File: config.mk
export PLATFORM = sky130hd
export DESIGN_NAME = uart_rx
export DESIGN_NICKNAME = d
export VERILOG_FILES = /design/src/rtl/uart_rx.sv
export SDC_FILE = /design/constraint.sdc
export NUM_CORES = 1
export LEC_CHECK = 0
export BUFFER_PORTS_ARGS = -buffer_cell sky130_fd_sc_hd__buf_2
export CELL_PAD_IN_SITES_DETAIL_PLACEMENT = 1
export CELL_PAD_IN_SITES_GLOBAL_PLACEMENT = 1
export CORE_ASPECT_RATIO = 1.25
export CORE_MARGIN = 2
export CORE_UTILIZATION = 35
export CTS_CLUSTER_SIZE = 30
export DETAILED_ROUTE_END_ITERATION = 10
export GPL_TIMING_DRIVEN = 0
export PLACE_DENSITY = 0.76
export SKIP_LAST_GASP = 1
export SLEW_MARGIN = 15
export SYNTH_ARGS = -nofsm -noshare
export SYNTH_HDL_FRONTEND = slang
export SYNTH_SLANG_ARGS = --single-unit
File: constraint.sdc
create_clock -name clk -period 2.2 [get_ports clk]
set_clock_uncertainty 0.05 [all_clocks]
set_input_delay 0.22 -clock clk [delete_from_list [all_inputs] [get_ports clk]]
set_output_delay 0.22 -clock clk [all_outputs]
set_load 0.01 [all_outputs]
File: src/rtl/uart_rx.sv
// UART receiver: 2-flop synchronised RxD, oversampled mid-bit sampling, optional parity,
// one-cycle ready/parity/framing strobes and a break state that waits for the line to recover.
`timescale 1ns / 1ps

module uart_rx #(
  parameter int unsigned DATA_BITS  = 8,
  parameter int unsigned PARITY     = 0,
  parameter int unsigned OVERSAMPLE = 16
) (
  input  logic       clk,
  input  logic       rst,
  input  logic       os_tick,
  input  logic       RxD,
  output logic [7:0] RxD_data,
  output logic       RxD_data_ready,
  output logic       parity_err,
  output logic       frame_err,
  output logic       Busy
);

  localparam int unsigned TW = $clog2(OVERSAMPLE);
  localparam int unsigned BW = 3;

  localparam logic [TW-1:0] TICK_MID  = TW'(OVERSAMPLE / 2 - 1);
  localparam logic [TW-1:0] TICK_LAST = TW'(OVERSAMPLE - 1);
  localparam logic [BW-1:0] BIT_LAST  = BW'(DATA_BITS - 1);
  localparam logic          PAR_ODD   = (PARITY == 1);

  localparam logic [2:0] IDLE  = 3'd0;
  localparam logic [2:0] START = 3'd1;
  localparam logic [2:0] DATA  = 3'd2;
  localparam logic [2:0] PAR   = 3'd3;
  localparam logic [2:0] STOP  = 3'd4;
  localparam logic [2:0] BRK   = 3'd5;

  logic [1:0]           sync_q;
  logic                 rxs;
  logic [2:0]           state_q, state_d;
  logic [TW-1:0]        tick_q, tick_d;
  logic [BW-1:0]        bit_q, bit_d;
  logic [DATA_BITS-1:0] shift_q, shift_d;
  logic                 par_bad_q, par_bad_d;
  logic [7:0]           data_q, data_d;
  logic                 ready_q, ready_d;
  logic                 perr_q, perr_d;
  logic                 ferr_q, ferr_d;

  assign rxs = sync_q[1];

  always_comb begin
    state_d   = state_q;
    tick_d    = tick_q;
    bit_d     = bit_q;
    shift_d   = shift_q;
    par_bad_d = par_bad_q;
    data_d    = data_q;
    ready_d   = 1'b0;
    perr_d    = 1'b0;
    ferr_d    = 1'b0;

    case (state_q)
      IDLE: begin
        // Start detection is not tick-qualified so back-to-back frames are caught at once.
        if (!rxs) begin
          state_d   = START;
          tick_d    = '0;
          par_bad_d = 1'b0;
        end
      end
      START: begin
        if (os_tick) begin
          if (tick_q == TICK_MID) begin
            if (!rxs) begin
              state_d = DATA;
              tick_d  = '0;
              bit_d   = '0;
            end else begin
              state_d = IDLE;
            end
          end else begin
            tick_d = tick_q + 1'b1;
          end
        end
      end
      DATA: begin
        if (os_tick) begin
          if (tick_q == TICK_LAST) begin
            tick_d  = '0;
            shift_d = {rxs, shift_q[DATA_BITS-1:1]};
            bit_d   = bit_q + 1'b1;
            if (bit_q == BIT_LAST) begin
              state_d = (PARITY != 0) ? PAR : STOP;
            end
          end else begin
            tick_d = tick_q + 1'b1;
          end
        end
      end
      PAR: begin
        if (os_tick) begin
          if (tick_q == TICK_LAST) begin
            tick_d    = '0;
            par_bad_d = ((^shift_q) ^ rxs) != PAR_ODD;
            state_d   = STOP;
          end else begin
            tick_d = tick_q + 1'b1;
          end
        end
      end
      STOP: begin
        if (os_tick) begin
          if (tick_q == TICK_LAST) begin
            tick_d = '0;
            if (rxs) begin
              data_d  = 8'(shift_q);
              ready_d = 1'b1;
              perr_d  = par_bad_q;
              state_d = IDLE;
            end else begin
              ferr_d  = 1'b1;
              state_d = BRK;
            end
          end else begin
            tick_d = tick_q + 1'b1;
          end
        end
      end
      BRK: begin
        // Hold here until the line recovers so a held-low line cannot retrigger a frame.
        if (rxs) begin
          state_d = IDLE;
        end
      end
      default: begin
        state_d = IDLE;
      end
    endcase
  end

  always_ff @(posedge clk) begin
    if (rst) begin
      sync_q    <= 2'b11;
      state_q   <= IDLE;
      tick_q    <= '0;
      bit_q     <= '0;
      shift_q   <= '0;
      par_bad_q <= 1'b0;
      data_q    <= '0;
      ready_q   <= 1'b0;
      perr_q    <= 1'b0;
      ferr_q    <= 1'b0;
    end else begin
      sync_q    <= {sync_q[0], RxD};
      state_q   <= state_d;
      tick_q    <= tick_d;
      bit_q     <= bit_d;
      shift_q   <= shift_d;
      par_bad_q <= par_bad_d;
      data_q    <= data_d;
      ready_q   <= ready_d;
      perr_q    <= perr_d;
      ferr_q    <= ferr_d;
    end
  end

  assign RxD_data       = data_q;
  assign RxD_data_ready = ready_q;
  assign parity_err     = perr_q;
  assign frame_err      = ferr_q;
  assign Busy           = (state_q != IDLE);

endmodule
; ---- Word-level counts from Yosys, hierarchy flattened
; Cells that the tools add are included.
[word_totals]
reg_bits = 32
output_inout_bits = 12
wordCells = 83
[classes]
addsub = 2
n_eq_ne = 21
reduce_logical = 14
mux = 32
n_bitwise = 4
[ops]
columns = cell, count
row1 = $mux W3, 17
row2 = $ne A2 B2 Y1 const B, 12
row3 = $mux W4, 5
row4 = $pmux W3 S6, 1
row5 = $pmux W4 S3, 1
row6 = $reduce_and A11 Y1, 1
row7 = $eq A3 B3 Y1 const B, 3
row8 = $reduce_and A3 Y1, 3
row9 = $reduce_xor A8 Y1, 1
row10 = $eq A3 B2 Y1 const B, 2
row11 = $pmux W3 S2, 1
row12 = $reduce_and A6 Y1, 1
row13 = $reduce_bool A3 Y1, 2
row14 = $mux W1, 5
row15 = $add A4 B1 Y4 const B, 1
row16 = $eq A4 B3 Y1 const B, 1
row17 = $eq A4 B4 Y1 const B, 1
row18 = $reduce_and A4 Y1, 1
row19 = $reduce_bool A2 Y1, 2
row20 = $reduce_or A4 Y1, 1
row21 = $add A3 B1 Y3 const B, 1
row22 = $eq A3 B1 Y1 const B, 1
row23 = $logic_not A3 Y1, 1
row24 = $not A1 Y1, 3
row25 = 5 further kinds, 5

; ---- Depth between registers and ports, before layout
; Gate-level depths: netlist of run 1.
[depth]
depth_word = 5
depth_mapped = 7
depth_no_buf = 7

; ---- Worst setup path after synthesis of run 1
; OpenSTA, ideal clock, no wires.
[synth_path]
path_type = flip-flop to flip-flop
start = reg state_q[0]
end = reg data_q[0], in the netlist RxD_data[0]
path_stages_with_launch = 7
synth_period_minus_slack_ns = 1.679
arrival_ns = 1.501
setup_slack_ns = 0.521
path_cell_list = dfxtp_1 > buf_6 > or3b_4 > or3_1 > buf_6 > mux2i_1 > nor2_1
[synth_between]
elab_chain_len = 2
[synth_rtl]
columns = item, line
row1 = from (decl), 38  ; logic [2:0] state_q, state_d;
row2 = from (signal assigned), 154  ; state_q <= state_d;
row3 = $eq A3 B3 Y1, 61  ; case (state_q)
row4 = $reduce_and A4 Y1 (no source line), -
row5 = to (signal assigned), 159  ; data_q <= data_d;
row6 = to (decl), 43  ; logic [7:0] data_q, data_d;
; No other way between the ends.
; A chain may end at the register's enable or synchronous reset.

; ---- Worst setup path after layout of run 1
[layout_path]
start = reg tick_q[1]
end = reg state_q[0]
[layout_between]
elab_chain_len = 3
elab_cells_between_ends = 7
cone_classes = 6 x eq/ne / 1 x reduce/logical
[layout_rtl]
columns = item, line
row1 = from (decl), 39  ; logic [TW-1:0] tick_q, tick_d;
row2 = from (signal assigned), 155  ; tick_q <= tick_d;
row3 = $eq A4 B4 Y1 / $eq A4 B3 Y1 (equally long branches), -
row4 = $ne A2 B2 Y1 (no source line), -
row5 = $reduce_and A11 Y1 (no source line) (*), -
; Mark *: on every way between the ends. The rest lies on a longest branch, timed or not.

==> metrics.md, run 1 <==
| Metric | Value |
|---|---|
| Gpl congestion | `0.781` |
| Sequential element share of the synthesized area | `0.404` |
| CP Capture Type | `register` |
| Mapped Area | `1580 sq um` |
| Max stage delay on crit path | `0.41 ns` |
| Crit path time final | `1.87 ns` |
| Pwr Density | `642 nW/um^2` |
| CTS Sinks | `32` |
| Mapped Nets | `184` |
| Final-report hold violation count | `0` |
| # DRC | `0` |
| Synth-to-Final Area Change | `15.1%` |
| Psw | `275 uW` |
| Commonest cells after routing, fill and taps aside | `dfxtp_1, nor2_1, buf_2, mux2i_1, a21oi_1` |
| Setup Viol. Count Final | `0` |
| Reg power frac | `0.503` |
| Fin Setup TNS | `0 ns` |
| Switching part of the total | `0.234` |
| Number of global-route vias before repair | `1342` |
| Post-synth EDFFs | `0` |
| Yosys warning count | `0` |
| Internal power | `896 uW` |
| Ratio of final minimum period to clock period | `0.852` |
| HP Class | `input pin to register` |
| Leakage | `0.000761 uW` |
| Final Util | `0.415` |
| Die height | `79.2 microns` |
| First-pass DRT Iterations | `4` |
| Wire per inst | `14.0 microns` |
| Main flop type after synthesis | `dfxtp_1` |
| Unrepaired setup endpoints after global routing | `false` |
| Antenna Cells | `0` |
| Ratio of cells with drive above 1 in the final layout | `0.172` |
| Via density | `5.12` |
| CP arrival | `2.04 ns` |
| Rel. slew slack | `0.616` |
| Worst-margin pin slew | `0.576 ns` |
| FMAX | `534 MHz` |
| Placed instance area | `1730 sq um` |
| # Post-CTS Setup Buffers | `0` |
| Hold_buf cts | `0` |
| Number of CTS-inserted buffers | `5` |
| Crit-path slowest cell | `dfxtp_1` |
| VDD IR-drop max | `339 uV` |
| Outcome | `finished clean` |
| Reg clk slew, reported paths | `0.07 ns` |
| Critical path required time | `2.37 ns` |
| Post-synthesis cell count | `177` |
| Initial DRC Count | `51` |
| Nets@finish | `205` |
| Fraction of registers with async set/reset | `0` |
| Starting Density | `0.361` |
| Root Driver | `clkbuf_8` |
| Max Cap Violations | `0` |
| Crit-path cells | `ha_1, nand3_1, a21bo_2, o211ai_2, a2111o_1, a21oi_1` |
| Clk buf depth | `2` |
| Clock power share | `0.421` |
| Post-synthesis register bit count | `32` |
| Clk_lat worst skew | `0.29 ns` |
| Die ar. | `5080 sq um` |
| Commonest non-fill, non-tap cell in the layout | `dfxtp_1` |
| Worst Path Max Fanout | `6` |
| Fillcell total | `533` |
| # port buffers | `14` |
| Startpoint Class | `register` |
| Reg2Reg Depth | `6` |
| Remaining Overflow, GRT | `0` |
| HPWL Detailed | `2.61 mm` |
| Die W | `64.2 microns` |
| Footprint of the multi-input gates | `861 sq um` |
| Initial antenna violation count | `0` |
| Via count | `1310` |
| Slew Limit Fails | `0` |
| Worst hold stages | `2` |
| WS Path Type | `register to register` |
| H-tree depth | `2` |
| Final Routed Wirelength | `3.59 mm` |
| Reg area | `641 sq um` |
| FP Rows | `27` |
| Yosys cell types | `43` |
| Largest net degree at the start of global routing | `11` |
| CTS tree | `yes` |
| Core area | `4390 sq um` |
| Avg Cell Area, Syn | `8.95 sq um` |
| Boundary pin count | `16` |
| First-pass GRT wire length | `6.53 mm` |
| GR Util All Layers | `0.167` |
| Post-DRT Antenna Nets | `0` |
| Design area | `1820 sq um` |
| Logic gate share of total power | `0.075` |
| Post-cts resize count | `0` |
-- power by group through the flow --
stage                     combinational (uW)  sequential [uW]  clock (uW)
final                                   88.2              589         493
after global routing                    99.8              590         534
after CTS                               89.2              589         510
after detailed placement                88.6              602           0
after global placement                  86.4              602           0
after floorplan                         64.4              601           0
-- cells by family (layout without fill, tap and decap cells) --
family | after synthesis | count (layout) | share of synthesized area
compound gates | 31 | 31 | 0.129
xor+xnor | 7 | 7 | 0.0474
fa+ha+maj | 4 | 4 | 0.0300
buf+inv | 17 | 38 | 0.0521
flops | 32 | 32 | 0.404
mux | 18 | 18 | 0.115
simple gates | 68 | 68 | 0.223
-- flip-flops by register name, indices dropped and copies added, names as in the netlist, 2 cells and up --
| signal | flops |
|---|---|
| sync_q | 2 |
| RxD_data | 8 |
| bit_q | 3 |
| tick_q | 4 |
| shift_q | 8 |
| state_q | 3 |
-- area by class of cell --
class	instances	area share
Clock buffer	7	0.0528
Timing Repair Buffer	14	0.0384
Inverter	4	0.00824
Tap cell	58	0.0398
Multi-Input combinational cell	128	0.472
Sequential cell	32	0.351
Buffer	13	0.0371
-- Yosys cell counts, types with 2 or more instances --
| master | number | share of area |
|---|---|---|
| mux2i_1 | 17 | 0.11 |
| inv_1 | 4 | 0.0095 |
| buf_2 | 3 | 0.0095 |
| nand2b_1 | 5 | 0.020 |
| a21oi_1 | 10 | 0.032 |
| nand3_1 | 7 | 0.022 |
| o21ai_0 | 5 | 0.016 |
| a31oi_1 | 4 | 0.016 |
| buf_6 | 2 | 0.014 |
| nor3_1 | 3 | 0.0095 |
| clkbuf_1 | 8 | 0.019 |
| or3_1 | 4 | 0.016 |
| o211ai_1 | 3 | 0.014 |
| nand4b_1 | 2 | 0.011 |
| nand2_1 | 8 | 0.019 |
| or2_2 | 2 | 0.0079 |
| nor2_1 | 26 | 0.062 |
| dfxtp_1 | 32 | 0.40 |
| xnor2_1 | 5 | 0.028 |
| and2_1 | 2 | 0.0079 |
| ha_1 | 3 | 0.024 |
-- worst max-delay path, delay by kind of cell (launching register included) --
kind | cells | cell delay, ns
AOI/OAI and AO/OA | 4 | 0.88
adders and majority gates | 1 | 0.31
DFF | 1 | 0.41
and+or+nand+nor | 1 | 0.16
-- per-stage QoR --
| step | setup slack (ns) | power (uW) | hold slack [ns] | cells |
|---|---|---|---|---|
| floorplan | 0.521 | 666 | 0.238 | 177 |
| global placement | 0.396 | 689 | 0.349 | 249 |
| detailed placement | 0.340 | 691 | 0.357 | 249 |
| CTS | 0.328 | 1190 | 0.0585 | 256 |
| global route | 0.123 | 1220 | 0.0698 | 256 |
| finish | 0.326 | 1170 | 0.0639 | 256 |
-- routing by layer --
layer / track usage / part of all wire / wire (microns)
met4: 0.0702 / 0.020 / 73
met5: 0 / 0 / 0
met1: 0.195 / 0.43 / 1530
met2: 0.293 / 0.52 / 1870
met3: 0.0340 / 0.032 / 116
-- path summary, 6_finish.rpt --
path	end	slack, ns	start
min reg2reg	sync_q[1]	0.37	sync_q[0]
max reg2reg	state_q[0]	0.33	tick_q[1]
min	sync_q[0]	0.06	RxD
max	state_q[0]	0.33	tick_q[1]
Power figures use the tool's default switching activity.
==> run 2, diff against run 1 <==
--- a/config.mk
+++ b/config.mk
@@ -5,16 +5,17 @@
 export SDC_FILE = /design/constraint.sdc
 export NUM_CORES = 1
 export LEC_CHECK = 0
+export ABC_AREA = 1
 export BUFFER_PORTS_ARGS = -buffer_cell sky130_fd_sc_hd__buf_2
 export CELL_PAD_IN_SITES_DETAIL_PLACEMENT = 1
 export CELL_PAD_IN_SITES_GLOBAL_PLACEMENT = 1
 export CORE_ASPECT_RATIO = 1.25
-export CORE_MARGIN = 2
+export CORE_MARGIN = 4
 export CORE_UTILIZATION = 35
 export CTS_CLUSTER_SIZE = 30
 export DETAILED_ROUTE_END_ITERATION = 10
 export GPL_TIMING_DRIVEN = 0
-export PLACE_DENSITY = 0.76
+export PLACE_DENSITY = 0.79
 export SKIP_LAST_GASP = 1
 export SLEW_MARGIN = 15
 export SYNTH_ARGS = -nofsm -noshare
==> run 2 against run 1 <==
Effect of this change: final cell count is 24% higher; critical path type unchanged; largest power group unchanged; clock-buffer cell count unchanged; largest cell class unchanged; power rose by 38%.
==> metrics.md, run 2 <==
| Metric | Value |
|---|---|
| Outcome | `finished clean` |
| Avg Cell Area, Syn | `6.96 sq um (-22%)` |
| Ranking of synthesized cells by area | `dfxtp_1, nand2_1, a21oi_1` |
| Mapped Area | `1650 sq um (+4.1%)` |
| Die W | `69.4 microns (+8.1%)` |
| Met3 GRT Util | `0.0371 (+0.00313)` |
| Synth cell count leaders | `nand2_1, dfxtp_1, a21oi_1` |
| Die height | `84.7 microns (+7.0%)` |
| HP Class | `input pin to register` |
| Root Driver | `clkbuf_8` |
| Startpoint Class | `register` |
| Worst setup margin | `0.401 ns (+0.0755 ns)` |
| Synth top area share | `0.388 (-0.0160)` |
| Post-synthesis mux area share | `0 (-0.115)` |
| Cell taking the most area after synthesis | `dfxtp_1` |
| Largest net degree at the start of global routing | `11 (unchanged)` |
| Yosys warning count | `0 (unchanged)` |
| Gpl congestion | `0.787 (+0.83%)` |
| Post-synthesis register bit count | `32 (unchanged)` |
| Clock power share | `0.293 (-0.128)` |
| Sequential element share of the synthesized area | `0.388 (-0.0160)` |
| Leakage | `0.000904 uW (+19%)` |
| Max Cap Violations | `0 (unchanged)` |
| Most common cell in the netlist | `nand2_1` |
| Largest family of logic cells by synthesized area | `simple AND/OR/NAND/NOR gates` |
| Setup Viol. Count Final | `0 (unchanged)` |
| Final-report hold violation count | `0 (unchanged)` |
| Core area | `4490 sq um (+2.3%)` |
| Rel. slew slack | `0.775 (+0.159)` |
| GR Util All Layers | `0.150 (-0.0167)` |
| Worst-margin pin slew | `0.338 ns (-0.238 ns)` |
| FP Rows | `27 (unchanged)` |
| Wire per inst | `12.6 microns (-9.9%)` |
| Via count | `1546 (+18%)` |
| Via density | `4.86 (-5.0%)` |
| Post-Synth Adder-Cell Area | `0.0228 (-0.00725)` |
| Footprint of the multi-input gates | `835 sq um (-3.1%)` |
| Switching part of the total | `0.363 (+0.128)` |
| Final hold slack | `0.0733 ns (+0.00941 ns)` |
| # Post-CTS Setup Buffers | `0 (unchanged)` |
| Initial antenna violation count | `0 (unchanged)` |
| Psw | `587 uW (+110%)` |
| HPWL Detailed | `3.15 mm (+21%)` |
| Clk buf depth | `2 (unchanged)` |
| # port buffers | `15 (+1)` |
| Yosys cell types | `30 (-30%)` |
| Post-synth EDFFs | `0 (unchanged)` |
| Fillcell total | `602 (+13%)` |
| Post-DRT Antenna Nets | `0 (unchanged)` |
| Internal power | `1030 uW (+15%)` |
| Nets@finish | `266 (+30%)` |
| Commonest non-fill, non-tap cell in the layout | `nand2_1` |
| Clk_lat worst skew | `0.28 ns (about the same)` |
| # DRC | `0 (unchanged)` |
| Fraction of registers with async set/reset | `0 (unchanged)` |
| Commonest cells after routing, fill and taps aside | `nand2_1, dfxtp_1, a21oi_1, inv_1` |
| Fin Setup TNS | `0 ns (unchanged)` |
| Simple-gate share of the synthesized area | `0.306 (+0.0830)` |
| Ratio of cells with drive above 1 in the final layout | `0.223 (+0.0514)` |
| Unrepaired setup endpoints after global routing | `false` |
| Initial DRC Count | `44 (-14%)` |
| Worst Path Max Fanout | `10 (+4)` |
| Mapped Nets | `244 (+33%)` |
| First-pass GRT wire length | `7.15 mm (+9.5%)` |
| Starting Density | `0.367 (+0.00635)` |
| Critical path required time | `2.36 ns (about the same)` |
| Number of global-route vias before repair | `1623 (+21%)` |
| Remaining Overflow, GRT | `0 (unchanged)` |
| Ratio of final minimum period to clock period | `0.818 (-0.0343)` |
| Antenna Cells | `0 (unchanged)` |
| CTS Sinks | `32 (unchanged)` |
| Pwr Density | `856 nW/um^2 (+33%)` |
| Gr busiest metal | `met2` |
| Post-synthesis cell count | `237 (+34%)` |
| Main flop type after synthesis | `dfxtp_1` |
| CTS tree | `yes` |
| FMAX | `556 MHz (+4.2%)` |
| GRT met1 Usage | `0.159 (-0.0360)` |
| CP Capture Type | `register` |
| Boundary pin count | `16 (unchanged)` |
| Dpl ws | `0.416 ns (+0.0760 ns)` |
| Post-cts resize count | `0 (unchanged)` |
| Slew Limit Fails | `0 (unchanged)` |
| Die ar. | `5880 sq um (+16%)` |
| WS Path Type | `register to register` |
| CP arrival | `1.96 ns (-0.08 ns)` |
| Compound-Gate Fraction of Synth Area | `0.172 (+0.0435)` |
| Hold_buf cts | `0 (unchanged)` |
| Reg area | `641 sq um (unchanged)` |
| First-pass DRT Iterations | `4 (unchanged)` |
| Logic gate share of total power | `0.300 (+0.225)` |
| Met2 Use GR | `0.278 (-0.0149)` |
| H-tree depth | `2 (unchanged)` |
| Synth-to-Final Area Change | `14.6%` |
| Reg clk slew, reported paths | `0.07 ns (about the same)` |
| Synth Area in XOR/XNOR | `0.00531 (-0.0421)` |
| Number of CTS-inserted buffers | `5 (unchanged)` |
| Final Routed Wirelength | `4.02 mm (+12%)` |
| VDD IR-drop max | `354 uV (+4.5%)` |
| Reg power frac | `0.407 (-0.096)` |
| Crit path time final | `1.80 ns (-0.0755 ns)` |
-- run 2: cell type report --
class	count	area share
Buffer	6	0.0251
Clock buffer	7	0.0457
Clock inverter	1	0.00397
Inverter	33	0.0668
Multi-Input combinational cell	166	0.441
Sequential cell	32	0.339
Tap cell	58	0.0384
Timing Repair Buffer	15	0.0397
-- run 2: per-stage QoR --
stage          instance area, sq um  total power, uW   util  std cells
4_1_cts                        1890             1650  0.421        318
3_3_place_gp                   1800             1150  0.400        310
3_5_place_dp                   1800             1160  0.400        310
2_1_floorplan                  1650             1050      -        237
6_report                       1890             1620  0.421        318
5_1_grt                        1890             1760  0.421        318
-- run 2: final timing paths --
check | from | endpoint | cells after the start | slack [ns]
hold reg to reg | sync_q[0] | sync_q[1] | 1 | 0.38
hold / removal | RxD | sync_q[0] | 2 | 0.07
setup reg to reg | tick_q[0] | shift_q[7] | 10 | 0.40
setup / recovery | tick_q[0] | shift_q[7] | 10 | 0.40
-- run 2: worst max-delay path, cell delays in order (launching register included) --
cell and delay [ns]:
dfxtp_1 0.43, ha_1 0.21, nand2_1 0.10, nor2_2 0.12
inv_2 0.07, nor2_2 0.14, inv_2 0.07, nor2_4 0.17
buf_6 0.18, nor2_1 0.05, a211oi_2 0.13
-- run 2: per-layer routing --
| metal | up-vias | part of all wire |
|---|---|---|
| li1 | 803 | - |
| met1 | 720 | 0.43 |
| met2 | 17 | 0.52 |
| met3 | 6 | 0.032 |
| met5 | - | 0 |
| met4 | 0 | 0.015 |
-- run 2: power by group through the flow --
stage                     Sequential (uW)  Clock [uW]  Combinational [uW]
after floorplan                       660           0                 388
after global placement                670           0                 481
after detailed placement              671           0                 492
after CTS                             658         495                 495
after global routing                  665         527                 569
final                                 658         474                 485
-- run 2: logic make-up (layout without fill, tap and decap cells) --
kind of cell               after synthesis  count (layout)
DFF                                     32              32
buffers and inverters                   39              62
and+or+nand+nor                        110             110
AOI/OAI and AO/OA                       52              52
xor gates and xnor gates                 1               1
adders and majority gates                3               3
